===== src/rtl/neuron_pkg.sv =====
// Shared types and helpers for the sequential neuron: FSM state encoding,
// accumulator sizing and the signed clamp used at the output.
package neuron_pkg;

    typedef enum logic [1:0] {
        IDLE = 2'd0,
        ACC  = 2'd1,
        DONE = 2'd2
    } state_t;

    // Widest accumulator the clamp helper handles.
    localparam int SAT_W = 64;

    typedef struct packed {
        logic signed [SAT_W-1:0] value;
        logic                    sat;
    } sat_res_t;

    function automatic int acc_width(input int w, input int n_in);
        return w + $clog2(n_in + 1);
    endfunction

    // Clamp a wide signed value into the signed range of a w-bit word.
    function automatic sat_res_t sat_to_w(input logic signed [SAT_W-1:0] a, input int w);
        logic signed [SAT_W-1:0] max_v;
        logic signed [SAT_W-1:0] min_v;
        sat_res_t                r;
        max_v   = (64'sd1 <<< (w - 1)) - 64'sd1;
        min_v   = -max_v - 64'sd1;
        r.value = a;
        r.sat   = 1'b0;
        if (a > max_v) begin
            r.value = max_v;
            r.sat   = 1'b1;
        end else if (a < min_v) begin
            r.value = min_v;
            r.sat   = 1'b1;
        end
        return r;
    endfunction

endpackage


===== src/rtl/neuron_lane_sum.sv =====
// Combinational masked adder: sums the weights of the active, in-range lanes
// of one accumulate step, sign-extended to the accumulator width.
module neuron_lane_sum #(
    parameter int LANES = 1,
    parameter int W     = 20,
    parameter int ACC_W = 24
) (
    input  logic [LANES-1:0]        x_slice,
    input  logic [LANES*W-1:0]      w_slice,
    input  logic [LANES-1:0]        lane_mask,
    output logic signed [ACC_W-1:0] sum
);

    logic signed [ACC_W-1:0] term [LANES];

    generate
        for (genvar gi = 0; gi < LANES; gi++) begin : g_lane
            assign term[gi] = (x_slice[gi] && lane_mask[gi])
                ? {{(ACC_W-W){w_slice[gi*W+W-1]}}, w_slice[gi*W +: W]}
                : '0;
        end
    endgenerate

    always_comb begin
        sum = '0;
        for (int j = 0; j < LANES; j++) begin
            sum = sum + term[j];
        end
    end

endmodule


===== src/rtl/seq_neuron.sv =====
// Multi-cycle binary-pixel neuron: accumulates LANES weighted pixels per cycle,
// then presents a saturated result. Define SEQ_NEURON_RELU_EN to zero negative results.
module seq_neuron
    import neuron_pkg::*;
#(
    parameter int N_IN  = 9,
    parameter int W     = 20,
    parameter int LANES = 1
) (
    input  logic                clk,
    input  logic                rst,
    input  logic                in_valid,
    output logic                in_ready,
    input  logic [N_IN-1:0]     x,
    input  logic [N_IN*W-1:0]   w,
    input  logic [W-1:0]        b,
    output logic                out_valid,
    input  logic                out_ready,
    output logic signed [W-1:0] d_out,
    output logic                sat
);

    localparam int ACC_W    = acc_width(W, N_IN);
    localparam int STEPS    = (N_IN + LANES - 1) / LANES;
    localparam int PAD      = STEPS * LANES;
    localparam int IDX_W    = $clog2(PAD + 1);
    localparam int LAST_IDX = (STEPS - 1) * LANES;

    state_t                  state_reg, state_next;
    logic [PAD-1:0]          x_reg;
    logic [PAD*W-1:0]        w_reg;
    logic [IDX_W-1:0]        idx_reg;
    logic signed [ACC_W-1:0] acc_reg;
    logic signed [W-1:0]     d_out_reg, d_out_next;
    logic                    sat_reg, sat_next;

    logic [LANES-1:0]        x_slice;
    logic [LANES*W-1:0]      w_slice;
    logic [LANES-1:0]        lane_mask;
    logic signed [ACC_W-1:0] part_sum;
    logic signed [ACC_W-1:0] acc_sum;
    logic signed [SAT_W-1:0] acc_ext;
    sat_res_t                sat_res;
    logic                    last_step;
    logic                    accept;

    // Operands are zero-padded to a whole number of steps so the final
    // slice never runs off the end; the mask still blanks padded lanes.
    assign x_slice = x_reg[int'(idx_reg) +: LANES];
    assign w_slice = w_reg[int'(idx_reg)*W +: LANES*W];

    generate
        for (genvar gi = 0; gi < LANES; gi++) begin : g_mask
            assign lane_mask[gi] = (int'(idx_reg) + gi) < N_IN;
        end
    endgenerate

    neuron_lane_sum #(
        .LANES (LANES),
        .W     (W),
        .ACC_W (ACC_W)
    ) u_lane_sum (
        .x_slice   (x_slice),
        .w_slice   (w_slice),
        .lane_mask (lane_mask),
        .sum       (part_sum)
    );

    assign acc_sum   = acc_reg + part_sum;
    assign acc_ext   = {{(SAT_W-ACC_W){acc_sum[ACC_W-1]}}, acc_sum};
    assign sat_res   = sat_to_w(acc_ext, W);
    assign last_step = (idx_reg == IDX_W'(LAST_IDX));

    always_comb begin
        sat_next   = sat_res.sat;
        d_out_next = sat_res.value[W-1:0];
`ifdef SEQ_NEURON_RELU_EN
        if (sat_res.value[SAT_W-1]) begin
            d_out_next = '0;
        end
`endif
    end

    assign in_ready  = (state_reg == IDLE) && !rst;
    assign out_valid = (state_reg == DONE);
    assign accept    = in_valid && in_ready;
    assign d_out     = d_out_reg;
    assign sat       = sat_reg;

    always_comb begin
        state_next = state_reg;
        case (state_reg)
            IDLE:    if (accept)    state_next = ACC;
            ACC:     if (last_step) state_next = DONE;
            DONE:    if (out_ready) state_next = IDLE;
            default:                state_next = IDLE;
        endcase
    end

    always_ff @(posedge clk) begin
        if (rst) begin
            state_reg <= IDLE;
            x_reg     <= '0;
            w_reg     <= '0;
            idx_reg   <= '0;
            acc_reg   <= '0;
            d_out_reg <= '0;
            sat_reg   <= 1'b0;
        end else begin
            state_reg <= state_next;
            if (state_reg == IDLE && accept) begin
                x_reg   <= PAD'(x);
                w_reg   <= (PAD*W)'(w);
                acc_reg <= {{(ACC_W-W){b[W-1]}}, b};
                idx_reg <= '0;
            end
            if (state_reg == ACC) begin
                acc_reg <= acc_sum;
                idx_reg <= idx_reg + IDX_W'(LANES);
                if (last_step) begin
                    d_out_reg <= d_out_next;
                    sat_reg   <= sat_next;
                end
            end
        end
    end

endmodule


===== config.mk =====
export PLATFORM = sky130hd
export DESIGN_NAME = seq_neuron
export DESIGN_NICKNAME = d
export VERILOG_FILES = /design/src/rtl/neuron_pkg.sv /design/src/rtl/neuron_lane_sum.sv /design/src/rtl/seq_neuron.sv
export SDC_FILE = /design/constraint.sdc
export NUM_CORES = 1
export LEC_CHECK = 0
export CORE_UTILIZATION = 36
export CTS_CLUSTER_SIZE = 40
export DETAILED_ROUTE_END_ITERATION = 12
export GPL_ROUTABILITY_DRIVEN = 1
export PLACE_DENSITY = 0.71
export SLEW_MARGIN = 10
export SYNTH_ARGS = -nofsm -noshare
export SYNTH_HDL_FRONTEND = slang
export SYNTH_SLANG_ARGS = --single-unit

===== constraint.sdc =====
create_clock -name clk -period 5 [get_ports clk]
set_input_delay 0.75 -clock clk [delete_from_list [all_inputs] [get_ports clk]]
set_output_delay 0.75 -clock clk [all_outputs]
set_load 0.01 [all_outputs]

==> flow_summary.json <==
{
  "outcome": "finished clean",
  "drtIter0Drc": 652,
  "grt_start_max_net_pins": 188,
  "area_growth_pct": 29.5,
  "path_class": "flip-flop to flip-flop",
  "fillCellCount": 3098,
  "fmax_mhz": 219,
  "post_drt_wl_per_cell_um": 17.4,
  "holdCritPathClass": "flip-flop to flip-flop",
  "core_um2": 32500,
  "crit_required_ns": 5.38,
  "synthesis.area_um2": 11800,
  "setup_viol": 0,
  "p_leak_nw": 6.36,
  "drc": 0,
  "fin_worst_skew_ns": 0.0177,
  "slew_viol_final": 0,
  "synth_cells": 1400,
  "fin_tns_setup_ns": 0,
  "yosysSeqAreaShare_pct": 40.6,
  "cts.sink_count": 240,
  "dieArea_um2": 33600,
  "firstDrtPassIters": 5,
  "htreeDepth": 1,
  "synth_fp_nets": 1640,
  "yosysWarnings": 0,
  "synth_seq_cells": 240,
  "grt_pass1_wl_mm": 55.2,
  "cpMaxStageDelayCell": "mux4_2",
  "multi_input_area_um2": 6600,
  "antenna_left": 0,
  "rsz0062_at_grt": "false",
  "tightest_slew_ns": 0.989,
  "synthArstFlopShare_pct": 0,
  "avgSynthCellArea_um2": 8.46,
  "grt_util_met1_pct": 29.2,
  "root_buffer": "clkbuf_16",
  "synth_edf_count": 0,
  "drive_gt1_share_pct": 8.17,
  "drv_cap": 0,
  "critPathLaunchType": "flip-flop",
  "grt_most_used_layer": "met2",
  "place_inst": 1991,
  "layout.nets": 1817,
  "num_vias": 10400,
  "grt_pass1_vias": 10200,
  "finalCritPeriodShare_pct": 91.4,
  "grtUsageMet2_pct": 33.7,
  "setup.worst_path.end_class": "flip-flop",
  "relSlewSlack_pct": 34.1,
  "grt_usage_pct": 20.9,
  "grtUsageMet3_pct": 2.56,
  "fin_cells": 2033,
  "die_h_um": 183,
  "synth.distinct_cells": 68,
  "die_x_um": 183,
  "arrival_ns": 4.95,
  "vdd_drop_max_uv": 264,
  "clock_latency_ns": 0.55,
  "place.port_buffers": 235,
  "regArea_um2": 4810,
  "cpPeakStageDelay_ns": 0.51,
  "cts_buffer_depth": 3,
  "cts_tree": "done",
  "dp_hpwl_mm": 25.7,
  "finalCriticalPeriod_ns": 4.57,
  "largest_reg_flops": 180,
  "ys.flop_type": "dfxtp_1",
  "clkTransAtPathRegs_ns": 0.06,
  "num_io_pins": 236,
  "antenna_found_initial": 0,
  "diodes": 0,
  "overflow": 0,
  "std_cell_rows": 66,
  "wl_mm": 35.5,
  "crit_chain": "buf_12 > buf_4 > mux4_2 > nand2_1 > a21oi_1 > o21bai_4 > inv_1 > ha_1 > nand2_1 > nor2_1 > o211ai_1 > a21oi_1 > mux2_2 > a21boi_0 > a31oi_2 > nor2_4 > a211oi_1",
  "cts_buffers": 26,
  "vias_per_cell": 5.11,
  "gp_congestion": 0.928,
  "hold_violations": 0,
  "initial_core_util_pct": 36.5,
  "path_max_fanout": 34,
  "powerDensity_nw_per_um2": 304
}
[timing repair]
| item | CTS | global route |
|---|---|---|
| hold buffers | 0 | 0 |
| setup buffers | 0 | 0 |
| gates resized for setup | 0 | 3 |
| setup endpoints to repair | 0 | 1 |
[layout make-up]
| class | instances | share of cell area [%] |
|---|---|---|
| Timing Repair Buffer | 252 | 16.3 |
| Multi-Input combinational cell | 1045 | 43.0 |
| Sequential cell | 240 | 31.4 |
| Inverter | 12 | 0.294 |
| Tap cell | 442 | 3.61 |
| Clock inverter | 3 | 0.449 |
| Clock buffer | 39 | 4.89 |
[cell usage after synthesis (all sizes together) (2+ instances only)]
cell type  number  area [um^2]
dfxtp         240         4800
o21bai          3         33.8
and3            4         30.0
a211oi         25          228
nor4            4         25.0
a221oi          3         26.3
a21o           10         75.1
inv            12         45.0
nand2b         14         87.6
and4            2         22.5
nand2         446         1670
o21ai          14         70.1
o31a            2         17.5
or3             2         12.5
nand3           5         25.0
nor2           84          323
nand3b        189         1420
a221o           2         20.0
a21oi          61          305
clkbuf         90          338
nand4           2         12.5
xnor2          13          129
and2            4         25.0
xor2            7         61.3
nor2b           8         57.6
mux4           42          946
ha             26          325
or2             2         15.0
buf            13         87.6
a2111oi         6         52.6
mux2i          13          130
a31oi           7         50.1
o21a            2         15.0
a22oi          11         82.6
o31ai           2         20.0
a21boi          3         22.5
nor3            5         25.0
o211ai          8         65.1
[routing by layer]
| metal | vias up | part of all wire, % |
|---|---|---|
| li1 | 5133 | - |
| met1 | 4876 | 46 |
| met2 | 330 | 46 |
| met3 | 45 | 5.5 |
| met4 | 0 | 3.0 |
| met5 | - | 0 |
[critical path, delay by kind of cell (launching register included)]
family / cells / cell delay [ns]
buf+inv: 3 / 0.66
flops: 1 / 0.43
simple gates: 4 / 0.85
fa+ha+maj: 1 / 0.47
compound gates: 7 / 1.24
mux: 2 / 0.73
[worst paths after layout]
path                                  from         end  slack [ns]  depth (start not counted)
worst max-delay path            idx_reg[0]    d_out[2]        0.43                         17
worst min-delay path            w_reg[103]  w_reg[103]        0.47                          2
worst max register to register  idx_reg[0]    d_out[2]        0.43                         17
worst min register to register  w_reg[103]  w_reg[103]        0.47                          2
[power by group]
part	total, mW	internal (mW)	switching [mW]
combinational	0.693	0.357	0.336
sequential	2.12	2.04	0.0771
clock	1.86	1.08	0.778
total	4.67	3.48	1.19
[cell families after synthesis]
family | Yosys count | share of synthesized area (%)
buffers and inverters | 115 | 3.97
AOI/OAI and AO/OA | 166 | 9.72
and+or+nand+nor | 776 | 32.0
adders and majority gates | 27 | 2.92
DFF | 240 | 40.6
xor gates and xnor gates | 20 | 1.61
muxes | 56 | 9.18
[cell usage in the layout (no fill, tap or decap), drive strengths merged, types with 18 or more instances in the layout]
cell type        n
ha              26
nor2            84
a21oi           61
nand3b         189
buf             18
clkdlybuf4s50  234
a211oi          25
mux4            42
nand2          446
clkbuf          39
dfxtp          240
[stage by stage]
| step | hold slack [ns] | utilization, % | cell area, um^2 | setup slack [ns] | total power [mW] |
|---|---|---|---|---|---|
| 2_1_floorplan | 0.441 | - | 11800 | 0.141 | 2.53 |
| 3_3_place_gp | 0.452 | 44.7 | 14500 | 0.405 | 2.84 |
| 3_5_place_dp | 0.447 | 44.7 | 14500 | 0.334 | 2.84 |
| 4_1_cts | 0.473 | 47.2 | 15300 | 0.311 | 4.70 |
| 5_1_grt | 0.488 | 47.3 | 15300 | 0.0577 | 4.86 |
| 6_report | 0.473 | 47.3 | 15300 | 0.429 | 4.67 |
No activity file was read; power rests on OpenSTA's default activity.
==> edit, RTL diff (config.mk and constraints unchanged) <==
`N_IN`: 9 -> 18.
--- a/src/rtl/seq_neuron.sv
+++ b/src/rtl/seq_neuron.sv
@@ -5,3 +5,3 @@
 #(
-    parameter int N_IN  = 9,
+    parameter int N_IN  = 18,
     parameter int W     = 20,
Ports: changed (resized w and x); port bits go from 236 to 425. No check against the original RTL was run, so the function may have changed too.
==> edit against the unedited design <==
- die area grew 70%
- design area grew 79%
- fmax down 6.6%
- sequential cell count grew 191
- setup slack lost 330 ps
- clock power is 100% higher
- synthesized area is 71% higher
- first-iteration DRC count grew to 2.6 times the old value
- total power up 97%
- critical endpoint is now d_out[0]$_SDFFE_PP0P_
- non-clock buffer count is 255 higher
- routed wire length increased by 110%
==> edit: results (changes against the unedited design) <==
[placed_design]
placed_cells=3338  ; +68%
hpwl_um=56290  ; +120%
routabilityCongestion=0.9271  ; -0.12%
placed_cell_area_um2=25270  ; +74%
port_buffers=424  ; +80%

[setup_path]
critical_path_arrival_ps=5370  ; +420 ps
regToRegEndpoint=d_out[0]$_SDFFE_PP0P_
r2r_slack_ps=100  ; -330 ps
cp_max_fo=11  ; -68%
reg2regPathDepth=18  ; +1
critPathSlowestCell=mux4_2

[final_layout]
fillers=5094  ; +64%
finalNonFillerCells=3462  ; +70%
num-nets-final=3106  ; +71%
largest_register_ffs=360  ; +100%
drive_gt1_share_pct=11.72  ; +3.6 points

[yosys]
synth.distinct_cells=59  ; -13%
ys_seq_area_share_pct=42.57  ; +2.0 points
synth.area.top_cells=dfxtp_1, nand2_1, nand3b_1
syn_area_per_cell_um2=8.782  ; +3.8%
syn-num-nets=2737  ; +67%
synth_common_cells=nand2_1, dfxtp_1, nand3b_1

[global_route]
grt_usage_pct=25.68  ; +4.7 points
grt_max_degree=271  ; +44%
grt_antenna_before_repair=6  ; +6

[clocking]
insertion_delay_ps=600  ; +50 ps
htreeDepth=2  ; +1
cts_buffers=48  ; +85%

[detailed_routing]
drt_iter0_markers=1691  ; +160%
vias=18400  ; +77%
dr.pass1.iters=6  ; +1
drt_wl_total_um=75540  ; +110%

[pwr]
vdd_drop_max_uv=257.0  ; -2.6%
leakagePower_nw=11.47  ; +80%

[timing]
maxSlewHeadroom_pct=24.20  ; -9.9 points
skew_ps=27.30  ; +9.643 ps

[run_status]
status=completed

edit: worst min path at each step:
| stage | from | to | slack (ps) | cells after the start |
|---|---|---|---|---|
| after CTS | w_reg[55]$_SDFFE_PP0P_ | w_reg[55]$_SDFFE_PP0P_ | 470 | 2 |
| after global placement | w_reg[271]$_SDFFE_PP0P_ | w_reg[271]$_SDFFE_PP0P_ | 460 | 2 |
| after floorplan | acc_reg[0]$_SDFFE_PP0P_ | acc_reg[0]$_SDFFE_PP0P_ | 440 | 2 |
| after detailed placement | w_reg[289]$_SDFFE_PP0P_ | w_reg[289]$_SDFFE_PP0P_ | 460 | 2 |
| final | w_reg[284]$_SDFFE_PP0P_ | w_reg[284]$_SDFFE_PP0P_ | 470 | 2 |
| after global routing | w_reg[194]$_SDFFE_PP0P_ | w_reg[194]$_SDFFE_PP0P_ | 480 | 2 |
edit: area by class of cell:
type,count,area [µm²],share of cell area [%]
well taps,748,935.9,3.401
multi-input cells,1673,10980,39.90
repair buffers,507,5189,18.86
clock inverters,11,198.9,0.7230
diodes,1,2.502,0.009094
inverters,16,60.06,0.2183
clock buffers,75,1515,5.506
flip-flops and latches,431,8637,31.39
edit: power groups by stage:
stage                     registers (W)  logic [W]  clock network [W]
after floorplan                 0.00386   0.000776                  0
after global placement          0.00394    0.00141                  0
after CTS                       0.00388    0.00143            0.00385
after detailed placement        0.00395    0.00142                  0
after global routing            0.00390    0.00161            0.00400
final                           0.00388    0.00151            0.00379
edit: logic make-up (layout without fill, tap and decap cells):
family | count (synthesis) | after routing | synth area share (%)
DFF | 431 | 431 | 42.57
AOI/OAI and AO/OA | 193 | 193 | 6.364
buffers and inverters | 204 | 609 | 3.982
muxes | 126 | 126 | 12.59
adders and majority gates | 27 | 27 | 1.704
and+or+nand+nor | 1306 | 1306 | 31.89
xor gates and xnor gates | 21 | 21 | 0.9074
other | 0 | 1 | 0
edit: metal layers:
metal	track usage, %	part of all wire, %
met1	34.43	43
met2	41.86	47
met3	3.550	6.6
met4	9.693	3.8
met5	0	0.038
edit: what timing repair did:
item,CTS,global route
pin swaps,0,17
buffers inserted,0,33
endpoints found under the hold margin,0,0
cloned,0,4
endpoints found under the setup margin,20,21
resized for setup,1,52
edit: through the flow:
stage / setup WS, ps / hold slack (ps)
3_3_place_gp: 78.76 / 458.8
6_report: 103.4 / 473.7
2_1_floorplan: 40.38 / 440.6
5_1_grt: -106.5 / 482.9
3_5_place_dp: -43.49 / 461.7
4_1_cts: 6.164 / 474.9
